==> src/rtl/rr_arbiter4_pkg.sv <==
// rr_arbiter4_pkg
// Shared definitions for the four-way round-robin arbiter: the requester
// count, the grant index width and the arbiter state enumeration.
package rr_arbiter4_pkg;

  localparam int NUM_REQ = 4;
  localparam int IDX_W   = 2;

  typedef enum logic [1:0] {
    IDLE  = 2'd0,
    GRANT = 2'd1,
    GAP   = 2'd2
  } state_t;

endpackage

==> src/rtl/encoder42.sv <==
// encoder42
// One-hot (4 bit) to binary (2 bit) encoder. Any input that is not exactly
// one-hot, including all-zero, encodes to 0.
// Ports:
//   onehot : in  [3:0] one-hot vector
//   idx    : out [1:0] binary index of the set bit
module encoder42
  import rr_arbiter4_pkg::*;
(
  input  logic [NUM_REQ-1:0] onehot,
  output logic [IDX_W-1:0]   idx
);

  // Encode the single set bit into its binary position.
  always_comb begin
    idx = 2'd0;
    case (onehot)
      4'b0001: idx = 2'd0;
      4'b0010: idx = 2'd1;
      4'b0100: idx = 2'd2;
      4'b1000: idx = 2'd3;
      default: idx = 2'd0;
    endcase
  end

endmodule

==> src/rtl/rr_arbiter4.sv <==
// rr_arbiter4
// Four-requester round-robin arbiter for a shared encoder resource. A grant
// is held until the owner signals done, drops its request, or has held the
// resource for HOLD_MAX cycles; every release is followed by one dead cycle.
// Ports:
//   clk       : in  clock, rising edge
//   rst_n     : in  asynchronous active-low reset
//   req       : in  [3:0] request, bit n = requester n
//   done      : in  current owner releases the resource
//   gnt       : out [3:0] registered one-hot grant
//   gnt_valid : out high when gnt is non-zero
//   gnt_idx   : out [1:0] binary index of the granted requester (0 if none)
//   timeout   : out one-cycle pulse when a grant is revoked by hold expiry
module rr_arbiter4
  import rr_arbiter4_pkg::*;
#(
  parameter int HOLD_MAX = 15
) (
  input  logic               clk,
  input  logic               rst_n,
  input  logic [NUM_REQ-1:0] req,
  input  logic               done,
  output logic [NUM_REQ-1:0] gnt,
  output logic               gnt_valid,
  output logic [IDX_W-1:0]   gnt_idx,
  output logic               timeout
);

  state_t             state_r, state_s;
  logic [NUM_REQ-1:0] gnt_r, gnt_s;
  logic               gnt_valid_r;
  logic [IDX_W-1:0]   ptr_r, ptr_s;
  logic [3:0]         hold_r, hold_s;
  logic               timeout_r, timeout_s;

  logic [IDX_W-1:0]   owner_s;
  logic [NUM_REQ-1:0] win_s;
  logic               found_s;
  logic               hit_s;
  logic [IDX_W-1:0]   cand_s;
  logic [3:0]         hold_inc_s;
  logic               expire_s;
  logic               owner_req_s;
  logic               release_s;

  // Owner index is derived from the registered grant.
  encoder42 u_encoder42 (
    .onehot (gnt_r),
    .idx    (owner_s)
  );

  // Round-robin search: first set request at or above ptr, wrapping 3 -> 0.
  always_comb begin
    win_s   = 4'b0000;
    found_s = 1'b0;
    hit_s   = 1'b0;
    cand_s  = 2'd0;
    for (int i = 0; i < NUM_REQ; i++) begin
      cand_s  = ptr_r + 2'(i);
      hit_s   = !found_s && req[cand_s];
      win_s   = win_s | ({3'b000, hit_s} << cand_s);
      found_s = found_s | hit_s;
    end
  end

  // Release conditions; hold_inc_s counts the current GRANT cycle too, so
  // expiry fires on the HOLD_MAX-th cycle of ownership. Saturates at 15.
  always_comb begin
    hold_inc_s  = (hold_r == 4'hF) ? hold_r : (hold_r + 4'd1);
    expire_s    = (hold_inc_s == 4'(HOLD_MAX));
    owner_req_s = req[owner_s];
    release_s   = done || !owner_req_s || expire_s;
  end

  // Next-state and next-output logic. GAP is the single mandatory dead
  // cycle; it exits through the same arbitration IDLE performs so exactly
  // one zero-grant cycle separates consecutive grants.
  always_comb begin
    state_s   = state_r;
    gnt_s     = gnt_r;
    ptr_s     = ptr_r;
    hold_s    = hold_r;
    timeout_s = 1'b0;
    case (state_r)
      IDLE, GAP: begin
        if (found_s) begin
          state_s = GRANT;
          gnt_s   = win_s;
          hold_s  = 4'd0;
        end else begin
          state_s = IDLE;
          gnt_s   = 4'b0000;
          hold_s  = 4'd0;
        end
      end
      GRANT: begin
        if (release_s) begin
          state_s   = GAP;
          gnt_s     = 4'b0000;
          ptr_s     = owner_s + 2'd1;
          hold_s    = 4'd0;
          // Expiry only reports when neither done nor a request drop caused it.
          timeout_s = expire_s && !done && owner_req_s;
        end else begin
          hold_s = hold_inc_s;
        end
      end
      default: begin
        state_s = IDLE;
        gnt_s   = 4'b0000;
        ptr_s   = 2'd0;
        hold_s  = 4'd0;
      end
    endcase
  end

  // State, grant, pointer, hold counter and timeout registers.
  always_ff @(posedge clk or negedge rst_n) begin
    if (!rst_n) begin
      state_r     <= IDLE;
      gnt_r       <= 4'b0000;
      gnt_valid_r <= 1'b0;
      ptr_r       <= 2'd0;
      hold_r      <= 4'd0;
      timeout_r   <= 1'b0;
    end else begin
      state_r     <= state_s;
      gnt_r       <= gnt_s;
      gnt_valid_r <= |gnt_s;
      ptr_r       <= ptr_s;
      hold_r      <= hold_s;
      timeout_r   <= timeout_s;
    end
  end

  assign gnt       = gnt_r;
  assign gnt_valid = gnt_valid_r;
  assign gnt_idx   = owner_s;
  assign timeout   = timeout_r;

endmodule

==> config.mk <==
export PLATFORM = sky130hd
export DESIGN_NAME = rr_arbiter4
export DESIGN_NICKNAME = d
export VERILOG_FILES = /design/src/rtl/rr_arbiter4_pkg.sv /design/src/rtl/encoder42.sv /design/src/rtl/rr_arbiter4.sv
export SDC_FILE = /design/constraint.sdc
export NUM_CORES = 1
export LEC_CHECK = 0
export BUFFER_PORTS_ARGS = -buffer_cell sky130_fd_sc_hd__buf_2
export CORE_MARGIN = 2
export CORE_UTILIZATION = 58
export DETAILED_ROUTE_END_ITERATION = 10
export PLACE_DENSITY_LB_ADDON = 0.12
export SLEW_MARGIN = 20
export SYNTH_ARGS = -nofsm -noshare
export SYNTH_HDL_FRONTEND = slang
export SYNTH_SLANG_ARGS = --single-unit
==> constraint.sdc <==
create_clock -name clk -period 4.3 [get_ports clk]
set_input_delay 0.43 -clock clk [delete_from_list [all_inputs] [get_ports clk]]
set_output_delay 0.43 -clock clk [all_outputs]
set_load 0.005 [all_outputs]
* Word-level counts from Yosys, hierarchy flattened
Index checks and enable logic that the tools add are counted.
** Storage, ports and cells
- Register bits after elaboration :: 14
- Output and inout port bits :: 8
** Operators by class
- Shift operators :: 4
- Eq/ne operators :: 8
- Reduce and logical (&&, ||, !) cells :: 16
- Add/subtract/negate cells :: 5
- Magnitude comparators :: 5
- Mux-type cells :: 24
- Bitwise gates (word level) :: 7
** Operators with widths (count)
- $mux W4 :: 5
- $shl A1 B2 Y4 :: 4
- $lt A2 B3 Y1 const B :: 5
- $eq A4 B4 Y1 const B :: 3
- $or A4 B4 Y4 :: 3
- $bmux W1 S2 :: 5
- $mux W1 :: 8
- $pmux W2 S2 :: 2
- $pmux W4 S2 :: 1
- $pmux W2 S3 :: 1
- $logic_and A1 B1 Y1 :: 5
- $logic_not A1 Y1 :: 5
- $add A2 B1 Y2 const B :: 2
- $add A2 B2 Y2 const B :: 2
- $add A4 B1 Y4 const B :: 1
- $eq A4 B2 Y1 const B :: 1
- $eq A4 B3 Y1 const B :: 1
- $mux W2 :: 2
- $reduce_or A4 Y1 :: 1
- $or A1 B1 Y1 :: 3
- $eq A2 B1 Y1 const B :: 1
- $eq A2 B2 Y1 const B :: 1
- $logic_not A2 Y1 :: 1
- $logic_or A1 B1 Y1 :: 2
- 4 further kinds :: 4

* Longest topological paths before layout
- Depth after elaboration :: 15
- Gate-level depth with buffers :: 6
- Mapped depth without buffers :: 6

* Hierarchy
A second synthesis with hierarchy kept.
** Second synthesis, totals
- Cells, all modules :: 79
- Area total of the unflattened synthesis :: 788.3 µm²
** Modules (own cells, without submodules)
- rr_arbiter4 :: times used 1, cells an instance 75, area an instance 750.7 µm²
- encoder42 :: times used 1, cells an instance 4, area an instance 37.5 µm²

* Worst setup path before layout
OpenSTA, ideal clock, no wires.
- Kind :: reg-to-reg
- From :: reg hold_r[0]
- To :: reg gnt_r[0] (netlist: gnt[0])
- Setup time :: 0.122 ns
- Slack :: 2.490 ns
- Arrival :: 1.688 ns
- Path buffers :: 0
- Cell stages (with the launch flop) :: 6
- Cells stage by stage :: dfrtp_1 -> ha_1 -> nor4bb_1 -> o31ai_4 -> nor2b_2 -> a32o_1
** On the way
- Cells in the longest elaborated chain, start to end :: 6
- Elaborated cells between the ends (all ways) :: 7
- Those cells by class :: add/sub (1); eq/ne (2); mux (3); reduce/logical (1)
** RTL lines
- start: declaration :: RTL line rr_arbiter4.sv:33 : logic [3:0] hold_r, hold_s;
- start signal: assignment :: RTL line rr_arbiter4.sv:131 : hold_r <= hold_s;
- $add A4 B1 Y4 / $eq A4 B4 Y1 (equally long branches) :: RTL line rr_arbiter4.sv:69 : hold_inc_s = (hold_r == 4'hF) ? hold_r : (hold_r + 4'd1);
- $mux W4 * :: RTL line rr_arbiter4.sv:69
- $eq A4 B4 Y1 * :: RTL line rr_arbiter4.sv:70 : expire_s = (hold_inc_s == 4'(HOLD_MAX));
- $logic_or A1 B1 Y1 * :: RTL line rr_arbiter4.sv:72 : release_s = done || !owner_req_s || expire_s;
- $mux W4 * :: RTL line rr_arbiter4.sv:97 : if (release_s) begin
- $pmux W4 S2 * :: RTL line rr_arbiter4.sv:84 : case (state_r)
- net gnt_s[0] :: RTL line rr_arbiter4.sv:30 : logic [NUM_REQ-1:0] gnt_r, gnt_s;
- end signal: assignment :: RTL line rr_arbiter4.sv:128 : gnt_r <= gnt_s;
- end: declaration :: RTL line rr_arbiter4.sv:30
Mark *: on every way through the listed nets, which the timed path passes. The rest lies on a longest branch.
A chain may end at the register's enable or synchronous reset.

* Worst setup path after layout
- From :: reg hold_r[0]
- To :: reg ptr_r[1]
** On the way
- Cells in the longest elaborated chain, start to end :: 6
- Elaborated cells between the ends (all ways) :: 7
- Those cells by class :: add/sub (1); eq/ne (3); mux (1); reduce/logical (2)
** RTL lines
- $add A4 B1 Y4 / $eq A4 B4 Y1 (equally long branches) :: RTL line rr_arbiter4.sv:69
- $mux W4 * :: RTL line rr_arbiter4.sv:69
- $eq A4 B4 Y1 * :: RTL line rr_arbiter4.sv:70
- $logic_or A1 B1 Y1 * :: RTL line rr_arbiter4.sv:72
- $ne A2 B2 Y1 (no line) *
- $reduce_and A2 Y1 (no line) *
- end signal: assignment :: RTL line rr_arbiter4.sv:130 : ptr_r <= ptr_s;
- end: declaration :: RTL line rr_arbiter4.sv:32 : logic [IDX_W-1:0] ptr_r, ptr_s;
Every way passes the cells marked *; elsewhere a longest branch is shown, timed or not.

==> reports/metrics.yaml <==
timing:
  period_needed_ns: 1.99
  setup_ws_ns: 2.31
  post-route-period-util_pct: 46.2
  setup_viol: 0
  report.final.slew_viol_count: 0
  grt_setup_unrepaired: "false"
  relSlewSlack_pct: 61.4
  hold_viol: 0
  setup_tns_ns: 0
  tightest_slew_ns: 0.574
  clock_skew_ns: 0.00489
  hold_ws_ns: 0.0332
  max_freq_ghz: 0.503
clock_tree:
  clockBufferDepth: 2
  post-cts-setup-buffers: 0
  cts.repair.resized: 0
  clk_latency_ns: 0.27
  htreeDepth: 1
  hold_buffers: 0
  cts_buffers: 3
  clkTransAtPathRegs_ns: 0.07
  cts_tree: "yes"
  cts_sinks: 14
  ctsRootBufferMaster: "clkbuf_4"
setup_path:
  crit_required_ns: 4.47
  worstSetupStartpointType: "flip-flop"
  end_kind: "flip-flop"
  cp_max_fo: 7
  cp.arrival_ns: 2.16
  critPathMaxStageDelay_ns: 0.48
  r2r_start: "hold_r[0]"
  crit_chain: "ha_1, nor4bb_1, o31ai_4, o31ai_1, nand4_1, o311ai_1"
  r2r_slack_ns: 2.31
  slowest_stage: "nor4bb_1"
  crit_family: "simple AND/OR/NAND/NOR gates"
  worstSetupPathType: "reg -> reg"
  reg2reg_to: "ptr_r[1]"
  r2r_cells: 6
  critPathBufInv: 0
final_layout:
  syn2layout_area_growth_pct: 9.65
  n_antenna_cell: 0
  fillCellCount: 129
  drive_above_1_share_pct: 27.3
  nets: 109
  finalInstanceArea_um2: 967
  final_cell_mix: "dfrtp_1 (14), buf_2 (14), nor2_1 (7), a21oi_1 (5)"
synth:
  seq_area_frac_synth_pct: 39.7
  synth_top_area_share_pct: 39.7
  synth_edf_count: 0
  syn_avg_cell_area_um2: 10.3
  syn_nets: 94
  synth-main-ff-cell: "dfrtp_1"
  yosys_warnings: 0
  synth.distinct_cells: 41
  async_flop_share_pct: 100
  yosys.area.top_type: "dfrtp_1"
  synthCells: 86
  ys_ff_latch: 14
  synth_area_um2: 882
  synth_top_cells_by_area: "dfrtp_1 (40%), a32o_1 (4.5%), a2111oi_2 (3.4%)"
grt:
  grt_usage_pct: 22.5
  top_usage_layer: "met2"
  antenna_found_initial: 0
  globalRouteMet3Util_pct: 8.09
  grt_overflow: 0
  grt_pass1_wl_um: 3080
  grt_util_met2_pct: 34.2
  grt_pass1_vias: 677
  use_met1_pct: 31.0
  grt_max_degree: 15
route:
  drt_iter0_drc: 15
  wirelength_um: 1880
  vias: 738
  postRouteAntennaNets: 0
  drc: 0
  dr.pass1.iters: 4
  avgRoutedWirePerCell_um: 16.3
  via_per_inst: 6.42
placement:
  io_buffers: 14
  dp_hpwl_um: 1390
  pre_cts_ws_ns: 2.32
  place_congestion: 0.824
  dpl-instance-area_um2: 945
hold_path:
  min_path_type: "in -> async"
run:
  cap_violations: 0
die:
  die_area_um2: 1850
  pin_count: 15
  rows: 14
  start_util_pct: 59.9
  die-height_um: 43
  die_w_um: 43
  core_um2: 1470
pwr:
  power_density_nw_per_um2: 535
  peakVddDrop_mv: 0.396
  power.leakage_nw: 0.417
outcome:
  status: "finished clean"
## cells by family (layout without fill, tap and decap cells)
| family | count (synthesis) | in the layout | share of synthesized area, % |
|---|---|---|---|
| AOI/OAI and AO/OA | 24 | 24 | 23.4 |
| xor gates and xnor gates | 4 | 4 | 3.97 |
| adders and majority gates | 1 | 1 | 1.42 |
| buffers and inverters | 8 | 21 | 4.82 |
| DFF | 14 | 14 | 39.7 |
| muxes | 1 | 1 | 1.13 |
| and+or+nand+nor | 34 | 34 | 25.5 |
## power by group
part / total, mW / leakage, nW / switching [mW] / internal [mW]
logic: 0.216 / 0.218 / 0.112 / 0.104
clock network: 0.0679 / 0.0138 / 0.0355 / 0.0324
registers: 0.233 / 0.185 / 0.0663 / 0.167
total: 0.517 / 0.417 / 0.214 / 0.303
## routing by layer
metal  vias to the layer above  part of all wire (%)
met3                         2                   5.1
met2                        22                    47
li1                        361                     -
met5                         -                     0
met1                       353                    47
met4                         0                  0.75
## worst reg2reg max path: stages (launching register included)
cell      delay [ns]
dfrtp_1         0.45
ha_1            0.34
nor4bb_1        0.48
o31ai_4         0.15
o31ai_1         0.18
nand4_1         0.17
o311ai_1        0.11
## synthesized netlist by cell type (2+ instances only)
cell type and n:
xnor2_1 3, nor4bb_1 2, nor2_1 7, nand2_1 4, nor3_2 2, dfrtp_1 14, o311ai_1 2, o22ai_1 3
inv_1 4, a32o_1 4, nor3_1 3, a21oi_1 5, a2111oi_2 2, nand3_1 2, nand3b_1 3
## worst max-delay path by stage
stage / cells past startpoint / from / slack (ns) / endpoint
6_report: 6 / hold_r[0] / 2.31 / ptr_r[1]
2_1_floorplan: 5 / hold_r[0] / 2.49 / gnt[0]
3_5_place_dp: 6 / hold_r[0] / 2.32 / ptr_r[1]
5_1_grt: 6 / hold_r[0] / 2.16 / ptr_r[1]
4_1_cts: 5 / hold_r[0] / 2.32 / gnt[1]
3_3_place_gp: 5 / hold_r[0] / 2.42 / gnt[0]
## flip-flops by register name (all words and copies together), names as in the netlist
| name | flops |
|---|---|
| timeout | 1 |
| hold_r | 4 |
| ptr_r | 2 |
| gnt | 4 |
| state_r | 2 |
| gnt_valid | 1 |
## per-stage QoR
step	total power [mW]	util, %	std cells
2_1_floorplan	0.387	-	86
3_3_place_gp	0.439	64.2	112
3_5_place_dp	0.451	64.2	112
4_1_cts	0.521	65.7	115
5_1_grt	0.556	65.7	115
6_report	0.517	65.7	115
## cell type report
class	instances	area [um2]	share of cell area (%)
tap	16	20.0	2.07
timing repair buffer	14	70.1	7.24
sequential	14	350	36.2
inverter	4	15.0	1.55
multi-input combinational	64	489	50.6
clock buffer	3	22.5	2.33
(Power assumes the default switching activity.)
